`config.mk`:
```
export PLATFORM = sky130hd
export DESIGN_NAME = tdoa_collector_flat
export DESIGN_NICKNAME = d
export VERILOG_FILES = /design/src/rtl/tdoa_if.sv /design/src/rtl/tdoa_collector.sv /design/src/flat_wrapper.sv
export SDC_FILE = /design/constraint.sdc
export NUM_CORES = 1
export LEC_CHECK = 0
export ABC_AREA = 1
export CAP_MARGIN = 25
export CORE_MARGIN = 3
export CORE_UTILIZATION = 45
export DETAILED_ROUTE_END_ITERATION = 10
export PLACE_DENSITY = 0.78
export SLEW_MARGIN = 20
export SYNTH_ARGS = -nofsm -noshare
export SYNTH_HDL_FRONTEND = slang
export SYNTH_SLANG_ARGS = --single-unit
```
`constraint.sdc`:
```
create_clock -name clk -period 6.95 [get_ports clk]
set_input_delay 0.695 -clock clk [delete_from_list [all_inputs] [get_ports clk]]
set_output_delay 0.695 -clock clk [all_outputs]
set_load 0.05 [all_outputs]
```
`src/rtl/tdoa_if.sv`:
```
// Detector/processor-side signal bundle for tdoa_collector.
// The master drives detections and ack; the collector (slave) returns the result set.
interface tdoa_if;
    logic [3:0]   det_valid;
    logic [127:0] det_time;
    logic         ack;
    logic         res_valid;
    logic [31:0]  res_time0;
    logic [95:0]  res_diff;
    logic         busy;

    modport master (
        output det_valid, det_time, ack,
        input  res_valid, res_time0, res_diff, busy
    );

    modport slave (
        input  det_valid, det_time, ack,
        output res_valid, res_time0, res_diff, busy
    );
endinterface

```
`src/rtl/tdoa_collector.sv`:
```
// Gathers one timestamp per microphone channel inside a timeout window and presents TDOAs vs channel 0.
// Optional macro TDOA_DROP_CNT_EN adds a saturating count of timed-out windows on drop_cnt.
module tdoa_collector #(
    parameter int unsigned NUM_CH = 4,
    parameter logic [31:0] WINDOW = 32'd50000,
    parameter int unsigned TW     = 32
) (
    input  logic        clk,
    input  logic        rst,
    tdoa_if.slave       bus
`ifdef TDOA_DROP_CNT_EN
    ,
    output logic [15:0] drop_cnt
`endif
);

    typedef enum logic [1:0] {S_IDLE, S_COLLECT, S_OUTPUT} state_t;

    state_t                     state_q, state_d;
    logic [NUM_CH-1:0]          mask_q, mask_d, mask_cap;
    logic [NUM_CH-1:0][TW-1:0]  time_q, time_d;
    logic [31:0]                cnt_q, cnt_d;
    logic                       res_valid_q, res_valid_d;
    logic [TW-1:0]              res_time0_q, res_time0_d;
    logic [(NUM_CH-1)*TW-1:0]   res_diff_q, res_diff_d;
    logic                       complete, timeout;
`ifdef TDOA_DROP_CNT_EN
    logic [15:0]                drop_q, drop_d;
`endif

    // State register
    always_ff @(posedge clk or negedge rst) begin
        if (!rst) state_q <= S_IDLE;
        else      state_q <= state_d;
    end

    // Capture: completion is judged on the mask including this cycle's arrivals,
    // so a last channel landing on the timeout cycle still completes the set.
    always_comb begin
        mask_cap = mask_q;
        time_d   = time_q;
        cnt_d    = cnt_q;
        case (state_q)
            S_IDLE: begin
                if (|bus.det_valid) cnt_d = '0;
                for (int unsigned k = 0; k < NUM_CH; k++) begin
                    if (bus.det_valid[k]) begin
                        mask_cap[k] = 1'b1;
                        time_d[k]   = bus.det_time[TW*k +: TW];
                    end
                end
            end
            S_COLLECT: begin
                cnt_d = cnt_q + 32'd1;
                for (int unsigned k = 0; k < NUM_CH; k++) begin
                    if (bus.det_valid[k] && !mask_q[k]) begin
                        mask_cap[k] = 1'b1;
                        time_d[k]   = bus.det_time[TW*k +: TW];
                    end
                end
            end
            default: ;
        endcase
        complete = (state_q != S_OUTPUT) && (&mask_cap);
        timeout  = (state_q == S_COLLECT) && (cnt_q == WINDOW - 32'd1) && !(&mask_cap);
        mask_d   = (complete || timeout) ? '0 : mask_cap;
    end

    // Next-state logic
    always_comb begin
        state_d = state_q;
        case (state_q)
            S_IDLE: begin
                if (complete)            state_d = S_OUTPUT;
                else if (|bus.det_valid) state_d = S_COLLECT;
            end
            S_COLLECT: begin
                if (complete)     state_d = S_OUTPUT;
                else if (timeout) state_d = S_IDLE;
            end
            S_OUTPUT: begin
                if (bus.ack) state_d = S_IDLE;
            end
            default: state_d = S_IDLE;
        endcase
    end

    // Result computation, two's-complement wrap is intentional
    always_comb begin
        res_valid_d = res_valid_q;
        res_time0_d = res_time0_q;
        res_diff_d  = res_diff_q;
        if (complete) begin
            res_valid_d = 1'b1;
            res_time0_d = time_d[0];
            for (int unsigned k = 1; k < NUM_CH; k++)
                res_diff_d[TW*(k-1) +: TW] = time_d[k] - time_d[0];
        end else if (state_q == S_OUTPUT && bus.ack) begin
            res_valid_d = 1'b0;
        end
    end

`ifdef TDOA_DROP_CNT_EN
    always_comb begin
        drop_d = drop_q;
        if (timeout && drop_q != 16'hFFFF) drop_d = drop_q + 16'd1;
    end
`endif

    always_ff @(posedge clk or negedge rst) begin
        if (!rst) begin
            mask_q      <= '0;
            time_q      <= '0;
            cnt_q       <= '0;
            res_valid_q <= 1'b0;
            res_time0_q <= '0;
            res_diff_q  <= '0;
`ifdef TDOA_DROP_CNT_EN
            drop_q      <= '0;
`endif
        end else begin
            mask_q      <= mask_d;
            time_q      <= time_d;
            cnt_q       <= cnt_d;
            res_valid_q <= res_valid_d;
            res_time0_q <= res_time0_d;
            res_diff_q  <= res_diff_d;
`ifdef TDOA_DROP_CNT_EN
            drop_q      <= drop_d;
`endif
        end
    end

    // Output logic
    always_comb begin
        bus.busy      = (state_q != S_IDLE);
        bus.res_valid = res_valid_q;
        bus.res_time0 = res_time0_q;
        bus.res_diff  = res_diff_q;
`ifdef TDOA_DROP_CNT_EN
        drop_cnt      = drop_q;
`endif
    end

endmodule

```
`src/flat_wrapper.sv`:
```
// flat-port wrapper written by rule: the top's interface ports become plain ports
module tdoa_collector_flat 
#(
    parameter int unsigned NUM_CH = 4,
    parameter logic [31:0] WINDOW = 32'd50000,
    parameter int unsigned TW     = 32
)
  (clk, rst, bus_det_valid, bus_det_time, bus_ack, bus_res_valid, bus_res_time0, bus_res_diff, bus_busy);
  tdoa_if bus_i ();
  input  logic clk;
  input  logic rst;
  input wire logic [$bits(bus_i.det_valid)-1:0] bus_det_valid;
  input wire logic [$bits(bus_i.det_time)-1:0] bus_det_time;
  input wire logic [$bits(bus_i.ack)-1:0] bus_ack;
  output wire logic [$bits(bus_i.res_valid)-1:0] bus_res_valid;
  output wire logic [$bits(bus_i.res_time0)-1:0] bus_res_time0;
  output wire logic [$bits(bus_i.res_diff)-1:0] bus_res_diff;
  output wire logic [$bits(bus_i.busy)-1:0] bus_busy;
  assign bus_i.det_valid = bus_det_valid;
  assign bus_i.det_time = bus_det_time;
  assign bus_i.ack = bus_ack;
  assign bus_res_valid = bus_i.res_valid;
  assign bus_res_time0 = bus_i.res_time0;
  assign bus_res_diff = bus_i.res_diff;
  assign bus_busy = bus_i.busy;
  tdoa_collector #(.NUM_CH(NUM_CH), .WINDOW(WINDOW), .TW(TW)) u_core (.clk(clk), .rst(rst), .bus(bus_i));
endmodule
```
Word level (Yosys, flattened, before mapping)
Index checks and enable logic that the tools add are counted.

word-level totals
  bits in registers = 295
  word-level logic and storage cells = 73
  output and inout bits = 130

operators by class
  equal/unequal tests = 8
  reduce and logical (&&, ||, !) cells = 22
  add/sub/neg operators = 4
  mux-type cells = 29

operators with widths
  kind                     count
  $mux W32                 9
  $pmux W128 S2            1
  $sub A32 B32 Y32         3
  $pmux W32 S2             1
  $add A32 B1 Y32 const B  1
  $eq A32 B16 Y1 const B   1
  $mux W1                  10
  $mux W2                  5
  $logic_and A1 B1 Y1      8
  $pmux W4 S2              1
  $ne A3 B1 Y1 const B     2
  $pmux W2 S3              1
  $reduce_bool A2 Y1       3
  $logic_not A1 Y1         5
  $mux W4                  1
  $ne A2 B2 Y1 const B     2
  $reduce_and A4 Y1        1
  $reduce_or A4 Y1         1
  $reduce_and A3 Y1        1
  $eq A2 B1 Y1 const B     1
  $eq A2 B2 Y1 const B     1
  $logic_not A2 Y1         1
  $ne A2 B1 Y1 const B     1
  $reduce_and A2 Y1        1
  $logic_or A1 B1 Y1       1

Logic depth before layout (Yosys ltp)
  depth after elaboration = 10
  mapped depth = 23
  gate-level depth less buffers = 22

Worst setup path after synthesis
OpenSTA, ideal clock, no wires.

  kind = input to register
  from = input port bus_det_valid[0]
  to = register u_core.res_diff_q[94] (netlist: u_core.bus.res_diff[94])
  data required time = 6.832 ns
  data arrival time = 3.400 ns
  library setup time = 0.118 ns
  setup slack = 3.432 ns
  stages = 19
  path through = inv_1 nor2_8 nand2_4 clkbuf_1 mux2_2 ha_1 fa_1 o31ai_1 nand2_1 nand2_1 nand3_2 nand2_2 nand2_2 nand2_2 nand3_1 nand2_1 nand2_1 nand3_1 nand2_1

RTL lines
  element                 RTL line               text
  start: declaration      flat_wrapper.sv:12     input wire logic [$bits(bus_i.det_valid)-1:0] bus_det_valid;
  end signal: assignment  tdoa_collector.sv:127  res_diff_q <= res_diff_d;
  end: declaration        tdoa_collector.sv:25   logic [(NUM_CH-1)*TW-1:0] res_diff_q, res_diff_d;

==> flow_metrics.tcl <==
set metrics [dict create \
    antenna_found_initial 3 \
    clock_tree_from_tritoncts "yes" \
    io_buffers 264 \
    globalplace.congestion 0.9494 \
    avg_vias_per_cell 5.395 \
    timing.clock.skew_ns 0.02563 \
    initial_utilization_pct 46.21 \
    syn_area_sq_mm 0.01712 \
    number_of_nets_in_the_layout 2698 \
    initialDrtViolationCount 1178 \
    clkLatencyLatePin_ns 0.55 \
    mostFrequentLayoutCell "sky130_fd_sc_hd__nand2_1" \
    timing.fmax_mhz 219.0 \
    rsz_0062_raised_after_global_routing "false" \
    critical_path_required_ns 7.43 \
    critPathMaxFanout 32 \
    post_route_cells_drive_above_1_share_pct 6.776 \
    worst_setup_path_end_kind "register" \
    die_y_um 201.1 \
    num_vias 16173 \
    critPathBufInv 5 \
    ys_ff_latch 295 \
    slew_headroom_pct 30.77 \
    synth_nets 2420 \
    clock_tree.root_cell "sky130_fd_sc_hd__clkbuf_16" \
    critical_path.max_stage_delay_ns 0.68 \
    grt_pass1_wl_um 89700 \
    cts_setup_buffers 0 \
    synth_sequential_area_ratio_pct 43.12 \
    yosysWarnings 0 \
    finalSetupViolCount 0 \
    wl_per_cell_um 19.23 \
    remaining_number_of_nets_flagged_by_the_antenna_check_after_routing 0 \
    final_core_util_pct 58.51 \
    clk_pin_slew_ns 0.06 \
    outcome "completed" \
    finalCritPeriodShare_pct 65.70 \
    drc 0 \
    pin_count_of_the_biggest_net_entering_global_routing 182 \
    ctsHoldBuffers 0 \
    holdCritPathClass "in2async" \
    pin_count 265 \
    antenna_cells 0 \
    worst-slew-pin-transition_ns 1.028 \
    clk_path_buf_depth 3 \
    areaGrowthSynthToFinish_pct 26.62 \
    cts_buffers 34 \
    layout.cells.most_common_list "sky130_fd_sc_hd__nand2_1, sky130_fd_sc_hd__dfrtp_1, sky130_fd_sc_hd__clkdlybuf4s50_1" \
    die_area_sq_mm 0.04042 \
    hpwlAfterDp_um 43630 \
    path_common_cell "sky130_fd_sc_hd__nand2_1" \
    h-tree-depth 2 \
    number_of_clock_sinks 295 \
    gr-total-overflow 0 \
    critical-path-top-delay-family "buffers and inverters" \
    timing.critical_path.slowest_stage_cell "sky130_fd_sc_hd__dfrtp_1" \
    groute.usage.overall_pct 28.09 \
    type_of_origin_of_the_critical_path "register" \
    synthesis.instances 2191 \
    final_period_minus_worst_setup_slack_ns 4.566 \
    cp_cell_sequence "inv_6 > nand3_2 > buf_4 > clkinv_1 > o21ai_0 > inv_1 > fa_1 > nand3b_1 > nand2_1 > inv_1 > o21bai_1 > nand2_1 > nand2_1 > nand2_1 > nand2_2 > nand2_1 > nand2_1 > xor2_1 > nand2_1 > nand2_1" \
    totalNegativeSetupSlack_ns 0 \
    synth.distinct_cells 59 \
    slew_violations 0 \
    maxCapViolCount 0 \
    category_of_the_most_critical_setup_path "reg2reg" \
    cts_resized 0 \
    drt_pass1_iterations 5 \
    first_global_vias 15908 \
    finalWirelength_um 57660 \
    critPathArrivalTime_ns 5.05 \
    placement_rows 70 \
    postSynthAreaPerCell_sq_um 7.814 \
    die_width_um 201.1 \
    report.final.hold_viol_count 0 \
    core_area_sq_mm 0.03705 \
]
==> worst paths after layout <==
kind                       slack (ns)  cells past startpoint                                start                             endpoint
setup reg to reg                 2.38                     20        u_core.state_q[1]$_DFFE_PN0P_  u_core.bus.res_diff[26]$_DFFE_PN0P_
hold / removal                   0.17                      1                                  rst         u_core.cnt_q[16]$_DFFE_PN0P_
max in group asynchronous        5.33                      2                                  rst  u_core.bus.res_diff[80]$_DFFE_PN0P_
setup / recovery                 2.38                     20        u_core.state_q[1]$_DFFE_PN0P_  u_core.bus.res_diff[26]$_DFFE_PN0P_
hold reg to reg                  0.48                      2  u_core.bus.res_diff[47]$_DFFE_PN0P_  u_core.bus.res_diff[47]$_DFFE_PN0P_
min in group clk                 0.48                      2  u_core.bus.res_diff[47]$_DFFE_PN0P_  u_core.bus.res_diff[47]$_DFFE_PN0P_
==> cell usage after synthesis, drive strengths merged <==
| cell | instances | area, sq um |
|---|---|---|
| o21ai | 184 | 928.4 |
| o21bai | 6 | 45.04 |
| ha | 91 | 1139 |
| mux2 | 30 | 337.8 |
| o211ai | 2 | 15.01 |
| o211a | 2 | 20.02 |
| dfrtp | 295 | 7382 |
| o311ai | 1 | 8.760 |
| or3 | 1 | 6.260 |
| o31ai | 6 | 45.04 |
| inv | 227 | 859.6 |
| nor3 | 39 | 195.2 |
| clkinv | 2 | 7.510 |
| o221a | 1 | 11.26 |
| a21o | 7 | 52.55 |
| xor2 | 23 | 201.4 |
| clkbuf | 32 | 120.1 |
| o41ai | 1 | 8.760 |
| fa | 3 | 60.06 |
| nand3 | 115 | 635.6 |
| o221ai | 1 | 8.760 |
| a22oi | 1 | 7.510 |
| xnor2 | 25 | 219.0 |
| nor4 | 16 | 115.1 |
| nand4 | 25 | 156.4 |
| nor3b | 1 | 7.510 |
| nand3b | 15 | 112.6 |
| a21boi | 3 | 22.52 |
| or2 | 13 | 81.33 |
| a211oi | 7 | 52.55 |
| nand2 | 698 | 2695 |
| o22ai | 2 | 12.51 |
| and2 | 1 | 6.260 |
| mux2i | 17 | 170.2 |
| a21oi | 121 | 609.3 |
| a31oi | 11 | 68.82 |
| nor2 | 145 | 583.1 |
| buf | 20 | 105.1 |
| o21a | 1 | 7.510 |
==> cells by family after synthesis <==
kind of cell,Yosys count,synth area share [%]
AO/OA/AOI/OAI,357,11.24
XOR/XNOR,48,2.456
adder cells (fa/ha/maj),94,7.001
buffers and inverters,281,6.380
flip-flops,295,43.12
multiplexers,47,2.967
AND/OR/NAND/NOR,1069,26.84
==> cell type report <==
class | count | area [sq um]
clock buffer | 46 | 975.9
clock inverter | 15 | 272.8
fill | 3327 | 15370
inverter | 229 | 867.1
multi-input combinational | 1615 | 8660
sequential | 295 | 7382
tap | 504 | 630.6
timing repair buffer | 294 | 2890
==> through the flow <==
stage	hold WS, ns	cells	worst slack (ns)	instance area, sq um
2_1_floorplan	0.3994	2191	3.432	17120
3_3_place_gp	0.4646	2935	2.022	20410
3_5_place_dp	0.4654	2936	1.902	20410
4_1_cts	0.2212	2997	2.396	21660
5_1_grt	0.2537	2998	2.080	21680
6_report	0.1721	2998	2.384	21680
==> worst reg2reg max path, delay by kind of cell, from the launching register on <==
family,cells,cell delay (ns)
buffers and inverters,5,1.23
and+or+nand+nor,11,1.20
AOI/OAI and AO/OA,2,0.75
DFF,1,0.68
adders and majority gates,1,0.40
xor gates and xnor gates,1,0.24
==> routing by layer <==
| layer | global-route usage, % | share of wire (%) | vias to the layer above |
|---|---|---|---|
| met3 | 5.513 | 7.5 | 116 |
| met2 | 44.28 | 45 | 631 |
| li1 | - | - | 7751 |
| met1 | 38.36 | 43 | 7669 |
| met4 | 10.94 | 4.2 | 6 |
| met5 | 0 | 0.071 | - |
==> registers in the layout (all words and copies together) (netlist names) <==
register and cells:
u_core.state_q 2, u_core.time_q 128, u_core.cnt_q 32, u_core.mask_q 4
u_core.bus.res_time0 32, u_core.bus.res_diff 96, u_core.bus.res_valid 1
Power is left out: the tool's default activity adds up to more than one toggle a clock period on the data nets, which glitch-free logic cannot reach.
